`config.mk`:
```
export PLATFORM = sky130hd
export DESIGN_NAME = alu_exec_unit
export DESIGN_NICKNAME = d
export VERILOG_FILES = /design/src/rtl/alu_exec_unit_pkg.sv /design/src/rtl/alu_exec_unit_alu_ctrl_dec.sv /design/src/rtl/alu_exec_unit.sv
export SDC_FILE = /design/constraint.sdc
export NUM_CORES = 1
export LEC_CHECK = 0
export BUFFER_PORTS_ARGS = -buffer_cell sky130_fd_sc_hd__buf_2
export CAP_MARGIN = 10
export CORE_UTILIZATION = 58
export CTS_BUF_LIST = sky130_fd_sc_hd__clkbuf_16
export CTS_CLUSTER_SIZE = 20
export DETAILED_ROUTE_END_ITERATION = 8
export PLACE_DENSITY_LB_ADDON = 0.2
export SKIP_LAST_GASP = 1
export SLEW_MARGIN = 20
export SYNTH_ARGS = -nofsm -noshare
export SYNTH_HDL_FRONTEND = slang
export SYNTH_SLANG_ARGS = --single-unit
```
`constraint.sdc`:
```
create_clock -name clk -period 11.65 [get_ports clk]
set_input_delay 1.165 -clock clk [delete_from_list [all_inputs] [get_ports clk]]
set_output_delay 1.165 -clock clk [all_outputs]
set_load 0.02 [all_outputs]
```
`src/rtl/alu_exec_unit_pkg.sv`:
```
// rtl/alu_exec_unit_pkg.sv - shared ALUOp, funct and ALU operation encodings
package alu_exec_unit_pkg;

  // ALUOp encodings driven by main control
  localparam logic [1:0] ALUOP_MEM   = 2'b00;
  localparam logic [1:0] ALUOP_BEQ   = 2'b01;
  localparam logic [1:0] ALUOP_RTYPE = 2'b10;

  // R-type funct field, low four bits
  localparam logic [3:0] FN_ADD = 4'b0000;
  localparam logic [3:0] FN_SUB = 4'b0010;
  localparam logic [3:0] FN_AND = 4'b0100;
  localparam logic [3:0] FN_OR  = 4'b0101;
  localparam logic [3:0] FN_SLT = 4'b1010;

  // ALU operation select (gout)
  localparam logic [2:0] ALU_AND = 3'b000;
  localparam logic [2:0] ALU_OR  = 3'b001;
  localparam logic [2:0] ALU_ADD = 3'b010;
  localparam logic [2:0] ALU_SUB = 3'b110;
  localparam logic [2:0] ALU_SLT = 3'b111;

endpackage

```
`src/rtl/alu_exec_unit_alu_ctrl_dec.sv`:
```
// rtl/alu_exec_unit_alu_ctrl_dec.sv - ALUOp/funct to 3-bit ALU operation decoder
module alu_ctrl_dec
  import alu_exec_unit_pkg::*;
(
  input  logic       i_aluop1,
  input  logic       i_aluop0,
  input  logic [3:0] i_funct,
  output logic [2:0] o_gout
);

  // Decode ALUOp first; funct only matters for R-type. Unlisted codes fall back to add.
  always_comb begin
    o_gout = ALU_ADD;
    case ({i_aluop1, i_aluop0})
      ALUOP_MEM:   o_gout = ALU_ADD;
      ALUOP_BEQ:   o_gout = ALU_SUB;
      ALUOP_RTYPE: begin
        case (i_funct)
          FN_ADD:  o_gout = ALU_ADD;
          FN_SUB:  o_gout = ALU_SUB;
          FN_AND:  o_gout = ALU_AND;
          FN_OR:   o_gout = ALU_OR;
          FN_SLT:  o_gout = ALU_SLT;
          default: o_gout = ALU_ADD;
        endcase
      end
      default:     o_gout = ALU_ADD;
    endcase
  end

endmodule

```
`src/rtl/alu_exec_unit.sv`:
```
// rtl/alu_exec_unit.sv - execute stage: ALU control, ALU, PC adders, result register
module alu_exec_unit
  import alu_exec_unit_pkg::*;
#(
  parameter int WIDTH = 32
) (
  input  logic             clk,
  input  logic             reset,
  input  logic             en,
  input  logic             aluop1,
  input  logic             aluop0,
  input  logic [3:0]       funct,
  input  logic [WIDTH-1:0] a,
  input  logic [WIDTH-1:0] b,
  input  logic [WIDTH-1:0] pc,
  input  logic [WIDTH-1:0] branch_offset,
  output logic [2:0]       gout,
  output logic [WIDTH-1:0] sum,
  output logic             zout,
  output logic [WIDTH-1:0] pc_plus4,
  output logic [WIDTH-1:0] branch_target,
  output logic [WIDTH-1:0] sum_q,
  output logic             zout_q
);

  logic [2:0]       w_gout;
  logic [WIDTH-1:0] w_sum;
  logic             w_lt;
  logic [WIDTH-1:0] w_pc_plus4;
  logic [WIDTH-1:0] r_sum_q;
  logic             r_zout_q;

  alu_ctrl_dec u_alu_ctrl_dec (
    .i_aluop1 (aluop1),
    .i_aluop0 (aluop0),
    .i_funct  (funct),
    .o_gout   (w_gout)
  );

  // Signed compare handles the overflow cases that the sign of a-b would get wrong
  assign w_lt = ($signed(a) < $signed(b));

  // ALU result selected by the decoded operation; unused codes give zero
  always_comb begin
    w_sum = '0;
    case (w_gout)
      ALU_AND: w_sum = a & b;
      ALU_OR:  w_sum = a | b;
      ALU_ADD: w_sum = a + b;
      ALU_SUB: w_sum = a - b;
      ALU_SLT: w_sum = {{(WIDTH-1){1'b0}}, w_lt};
      default: w_sum = '0;
    endcase
  end

  assign w_pc_plus4    = pc + WIDTH'(4);
  assign branch_target = w_pc_plus4 + branch_offset;
  assign pc_plus4      = w_pc_plus4;
  assign gout          = w_gout;
  assign sum           = w_sum;
  assign zout          = (w_sum == '0);

  // Capture result and zero flag when enabled; reset clears them immediately
  always_ff @(posedge clk or posedge reset) begin
    if (reset) begin
      r_sum_q  <= '0;
      r_zout_q <= 1'b0;
    end else if (en) begin
      r_sum_q  <= w_sum;
      r_zout_q <= (w_sum == '0);
    end
  end

  assign sum_q  = r_sum_q;
  assign zout_q = r_zout_q;

endmodule

```
-- Word level (Yosys, flattened, before mapping)
Cells that the tools add are included.
- bits in registers: 33
- latch bits: 0
- RAM bits: 0
- memory bits (read-only): 0
- input port bits: 137
- output and inout port bits: 133
- word-level logic and storage cells: 24
- memories kept: 0
- add/subtract/negate cells: 4
- multiply operators: 0
- divide/modulo/power cells: 0
- order comparisons: 1
- equality and inequality tests: 10
- shifts and indexed selects: 0
- multiplexer cells: 3
- bitwise operators: 2
- reduce and logical (&&, ||, !) cells: 2
- operator list (operator ; number):
    32-bit case mux with 5 select lines ; 1
    32-bit adder ; 2
    32-bit by 3-bit adder with 32-bit output, second input constant ; 1
    32-bit AND ; 1
    32-bit logical NOT ; 1
    32-bit < comparator ; 1
    32-bit OR ; 1
    32-bit subtractor ; 1
    3-bit case mux with 4 select lines ; 1
    4-bit by 3-bit == test with 1-bit output, second input constant ; 2
    3-bit == test, second input constant ; 2
    3-bit case mux with 2 select lines ; 1
    4-bit by 2-bit == test with 1-bit output, second input constant ; 1
    4-bit == test, second input constant ; 1
    3-bit by 1-bit == test with 1-bit output, second input constant ; 1
    3-bit by 2-bit == test with 1-bit output, second input constant ; 1
    3-bit logical NOT ; 1
    2-bit by 1-bit == test with 1-bit output, second input constant ; 1
    2-bit == test, second input constant ; 1

-- Longest topological paths before layout
- word-level depth: 6
- gate-level depth with buffers: 19
- depth with buffers taken out: 19

-- Cells and area by module
A second synthesis with hierarchy kept.
- cells, all modules: 1177
- area, all modules: 8353.0 um2
- modules (own cells, without submodules) (module ; times used ; cells each ; area each (um2) ; sequential area each (um2)):
    alu_exec_unit ; 1 ; 1164 ; 8264.2 ; 825.8
    alu_ctrl_dec ; 1 ; 13 ; 88.8 ; 0.0

-- Worst setup path before layout
No wires, ideal clock.
- path type: input to output
- start point: input port pc[2]
- end point: output port branch_target[31]
- arrival: 4.901 ns
- required time: 10.485 ns
- setup slack: 5.584 ns
- stages on the path: 16
- buffers on the path: 0
- path through: ha_1 -> nand3_1 -> nor2_1 -> xor2_1 -> ha_1 -> a21oi_1 -> o21ai_0 -> a211o_1 -> a31oi_1 -> a32oi_1 -> a31oi_1 -> o21bai_1 -> o41ai_1 -> o21a_1 -> o21ai_1 -> xnor2_1
- cells in the longest elaborated chain, start to end: 2
- RTL lines (item ; line ; text):
    start, declared ; alu_exec_unit.sv:15 ; input logic [WIDTH-1:0] pc,
    32-bit by 3-bit adder with 32-bit output ; alu_exec_unit.sv:56 ; assign w_pc_plus4 = pc + WIDTH'(4);
    named net pc_plus4[8] ; alu_exec_unit.sv:20 ; output logic [WIDTH-1:0] pc_plus4,
    32-bit adder ; alu_exec_unit.sv:57 ; assign branch_target = w_pc_plus4 + branch_offset;
    end, declared ; alu_exec_unit.sv:21 ; output logic [WIDTH-1:0] branch_target,
The timed path passes the listed nets, and every way through them passes these cells.

-- Final worst setup path
- start point: input port pc[2]
- end point: output port branch_target[31]
- cells in the longest elaborated chain, start to end: 2
- RTL lines (item ; line):
    32-bit by 3-bit adder with 32-bit output ; alu_exec_unit.sv:56
    32-bit adder ; alu_exec_unit.sv:57
Every way passes these cells.

==> metrics.md <==
| Metric | Value |
|---|---|
| Outcome | completed |
| Antenna violations before repair | 3 |
| Sequential share of power | 0.159 |
| Synth area leader | ha_1 |
| R2r endpoint | sum_q[31]$_DFFE_PP0P_ |
| DR vias | 10270 |
| Synth cell types | 84 |
| First-pass GRT wire length | 45270 µm |
| # setup viols final | 0 |
| CTS sink cnt | 33 |
| Worst slew margin | 0.4821 |
| Core Area | 0.01459 mm² |
| Largest cells by area after synthesis | ha_1 20%, dfrtp_1 9.5%, nor2_1 7.8% |
| Post-synthesis register bit count | 33 |
| Post-synthesis cell area | 0.008682 mm² |
| 1st-pass router iterations | 5 |
| Cells on worst reg2reg path | 1 |
| Mapped Cells | 1239 |
| Row count | 44 |
| Design area | 0.01022 mm² |
| DP Area | 0.01007 mm² |
| Height of the die | 124.4 µm |
| Most frequent cells in the layout | 269 x buf_2, 180 x nor2_1, 139 x ha_1, 125 x inv_1, 105 x a21oi_1 |
| Sw Share | 0.5193 |
| Kind of critical path | in2out |
| Yosys warning total | 0 |
| Slew at the pin with the worst max-slew slack | 0.7668 ns |
| FF-to-FF Start | sum_q[31]$_DFFE_PP0P_ |
| Vias in the first global route | 9490 |
| Final hold vios | 0 |
| Power share of the clock group | 0.136 |
| Final worst slack | 5.325 ns |
| Fraction of layout cells with a size suffix above 1 | 0.2193 |
| Minimum clock period after layout | 6.325 ns |
| Worst vdd ir | 0.00005689 V |
| Dpl ws | 5.334 ns |
| Sequential area share after synthesis | 0.09511 |
| Placed cell count | 1644 |
| Type of origin of the critical path | primary input |
| Total global-route track usage | 0.3506 |
| Worst Path Required | 10.49 ns |
| CTS Buf Count | 5 |
| Combinational Power Share | 0.705 |
| Avg Inst Size Synth | 7.007 µm² |
| Finished Layout Cells | 1655 |
| Avg WL per Cell | 17.00 µm |
| Worst hold-check path type | reg2reg |
| Pleak | 5.173 nW |
| DIE AREA | 0.01546 mm² |
| Largest net degree at the start of global routing | 63 |
| Cell Pwr Density | 90.41 mW/mm² |
| Final Power | 0.9244 mW |
| Mapped Nets | 1518 |
| Commonest non-fill, non-tap cell in the layout | buf_2 |
| Post-route ant nets | 0 |
| Setup tns final | 0 ns |
| Setup Buffers After CTS | 0 |
| Setup slack, reg-to-reg | 10.91 ns |
| Internal power | 0.4444 mW |
| Gpl congestion | 0.9868 |
| Htree depth | 2 |
| Initial Util | 0.5951 |
| Clk buf depth | 2 |
| Area delta synth->final | 17.76% |
| Hold_buf cts | 0 |
| DRC Markers | 0 |
| Crit end category | output pin |
| Worst-path fanout max | 6 |
| Post-cts sizing count | 0 |
| Ys async rst share | 1.000 |
| Net Sw Power | 0.4800 mW |
| Die X | 124.4 µm |
| Unrepaired setup endpoints after global routing | no |
| Worst EP arrival | 5.16 ns |
| Max Transition Viols Final | 0 |
| Post-synth top area share | 0.2003 |
| HPWL Detailed | 22840 µm |
| Most used DFF post-synth | dfrtp_1 |
| EDFF count, synth | 0 |
| Final nets | 1746 |
| Fmax | 158.1 MHz |
| Max-cap violations | 0 |
| Grt ovf | 0 |
| Root buf cell | clkbuf_16 |
| Io pins | 270 |
| Worst setup path startpoint | pc[2] |
| Worst Skew | 0 ns |
| CTS tree | done |
| Clock Latency Late Sink | 0.28 ns |
| DR iter-0 viols | 828 |
| Crit path capture | branch_target[31] |
| Port bufs | 269 |
| Period utilization | 0.5429 |
| Clock transition at path regs | 0.05 ns |
| DRT Wirelength | 28130 µm |
| DR vias/cell | 6.203 |
layer usage:
metal | global-route usage | part of all wire
met1 | 0.4180 | 0.39
met2 | 0.6113 | 0.48
met3 | 0.04381 | 0.083
met4 | 0.1850 | 0.048
met5 | 0 | 0
power by group through the flow:
stage / Sequential [mW] / Combinational (mW) / Clock (mW)
2_1_floorplan: 0.177 / 0.404 / 0
3_3_place_gp: 0.148 / 0.631 / 0
3_5_place_dp: 0.149 / 0.639 / 0
4_1_cts: 0.147 / 0.641 / 0.127
5_1_grt: 0.150 / 0.700 / 0.131
6_report: 0.147 / 0.652 / 0.125
kinds of logic after synthesis:
family                     count (synthesis)  share of synthesized area
and+or+nand+nor                          428                     0.2372
AOI/OAI and AO/OA                        389                     0.3093
buffers and inverters                    181                    0.08272
adders and majority gates                142                     0.2072
xor gates and xnor gates                  57                    0.05750
DFF                                       33                    0.09511
muxes                                      9                    0.01095
critical path, cell delays in order:
cell	delay, ns
buf_2	0.11
ha_1	0.23
nand3_1	0.15
nor2_1	0.16
xor2_1	0.21
ha_1	0.33
a21oi_1	0.17
o21ai_0	0.09
a211o_1	0.31
a31oi_1	0.22
a32oi_1	0.18
a31oi_1	0.37
o21bai_1	0.16
o41ai_1	0.61
o21a_1	0.27
o21ai_1	0.09
xnor2_1	0.14
buf_2	0.18
area by class of cell:
cell class                 count  area, µm²
tap                          184      230.2
inverter                     126      475.5
fill                        1318       4365
clock inverter                 3      17.52
multi-input combinational   1025       7143
antenna                        3      7.507
clock buffer                   5      125.1
sequential                    33      825.8
timing repair buffer         276       1399
state kept, by name (all words and copies together), names as in the netlist:
name and cells:
sum_q 32, zout_q 1
per-stage QoR:
step	hold slack, ns	util
5_1_grt	0.5330	0.7008
2_1_floorplan	0.5994	-
3_5_place_dp	0.4840	0.6905
4_1_cts	0.4963	0.7003
3_3_place_gp	0.4680	0.6905
6_report	0.4938	0.7008
how the worst min path moves through the flow:
stage	startpoint	endpoint	slack [ns]	depth (start not counted)
final	zout_q$_DFFE_PP0P_	zout_q$_DFFE_PP0P_	0.49	2
after global routing	sum_q[29]$_DFFE_PP0P_	sum_q[29]$_DFFE_PP0P_	0.53	2
after CTS	zout_q$_DFFE_PP0P_	zout_q$_DFFE_PP0P_	0.50	2
after detailed placement	zout_q$_DFFE_PP0P_	zout_q$_DFFE_PP0P_	0.48	2
after global placement	zout_q$_DFFE_PP0P_	zout_q$_DFFE_PP0P_	0.47	2
after floorplan	zout_q$_DFFE_PP0P_	zout_q$_DFFE_PP0P_	0.60	2
cells in the mapped netlist (all sizes together) (5+ instances only):
| cell type | instances |
|---|---|
| inv | 126 |
| o21ai | 67 |
| a31oi | 17 |
| o2111ai | 5 |
| nor2b | 15 |
| dfrtp | 33 |
| o221ai | 12 |
| o311ai | 7 |
| o31a | 8 |
| a22oi | 5 |
| and2 | 11 |
| and3 | 10 |
| o211ai | 8 |
| o21bai | 11 |
| ha | 139 |
| a211o | 7 |
| nor4 | 14 |
| o31ai | 6 |
| o21a | 14 |
| or2 | 9 |
| a22o | 6 |
| nand2 | 79 |
| a211oi | 14 |
| or3 | 12 |
| o22ai | 7 |
| xnor2 | 45 |
| a221oi | 9 |
| nand3 | 24 |
| a21oi | 105 |
| a221o | 12 |
| o41ai | 8 |
| nand2b | 22 |
| nand4 | 10 |
| nor3 | 22 |
| nor2 | 181 |
| buf | 23 |
| mux2i | 5 |
| clkbuf | 32 |
| xor2 | 12 |
| a21o | 24 |
No activity file was read; power rests on OpenSTA's default activity.
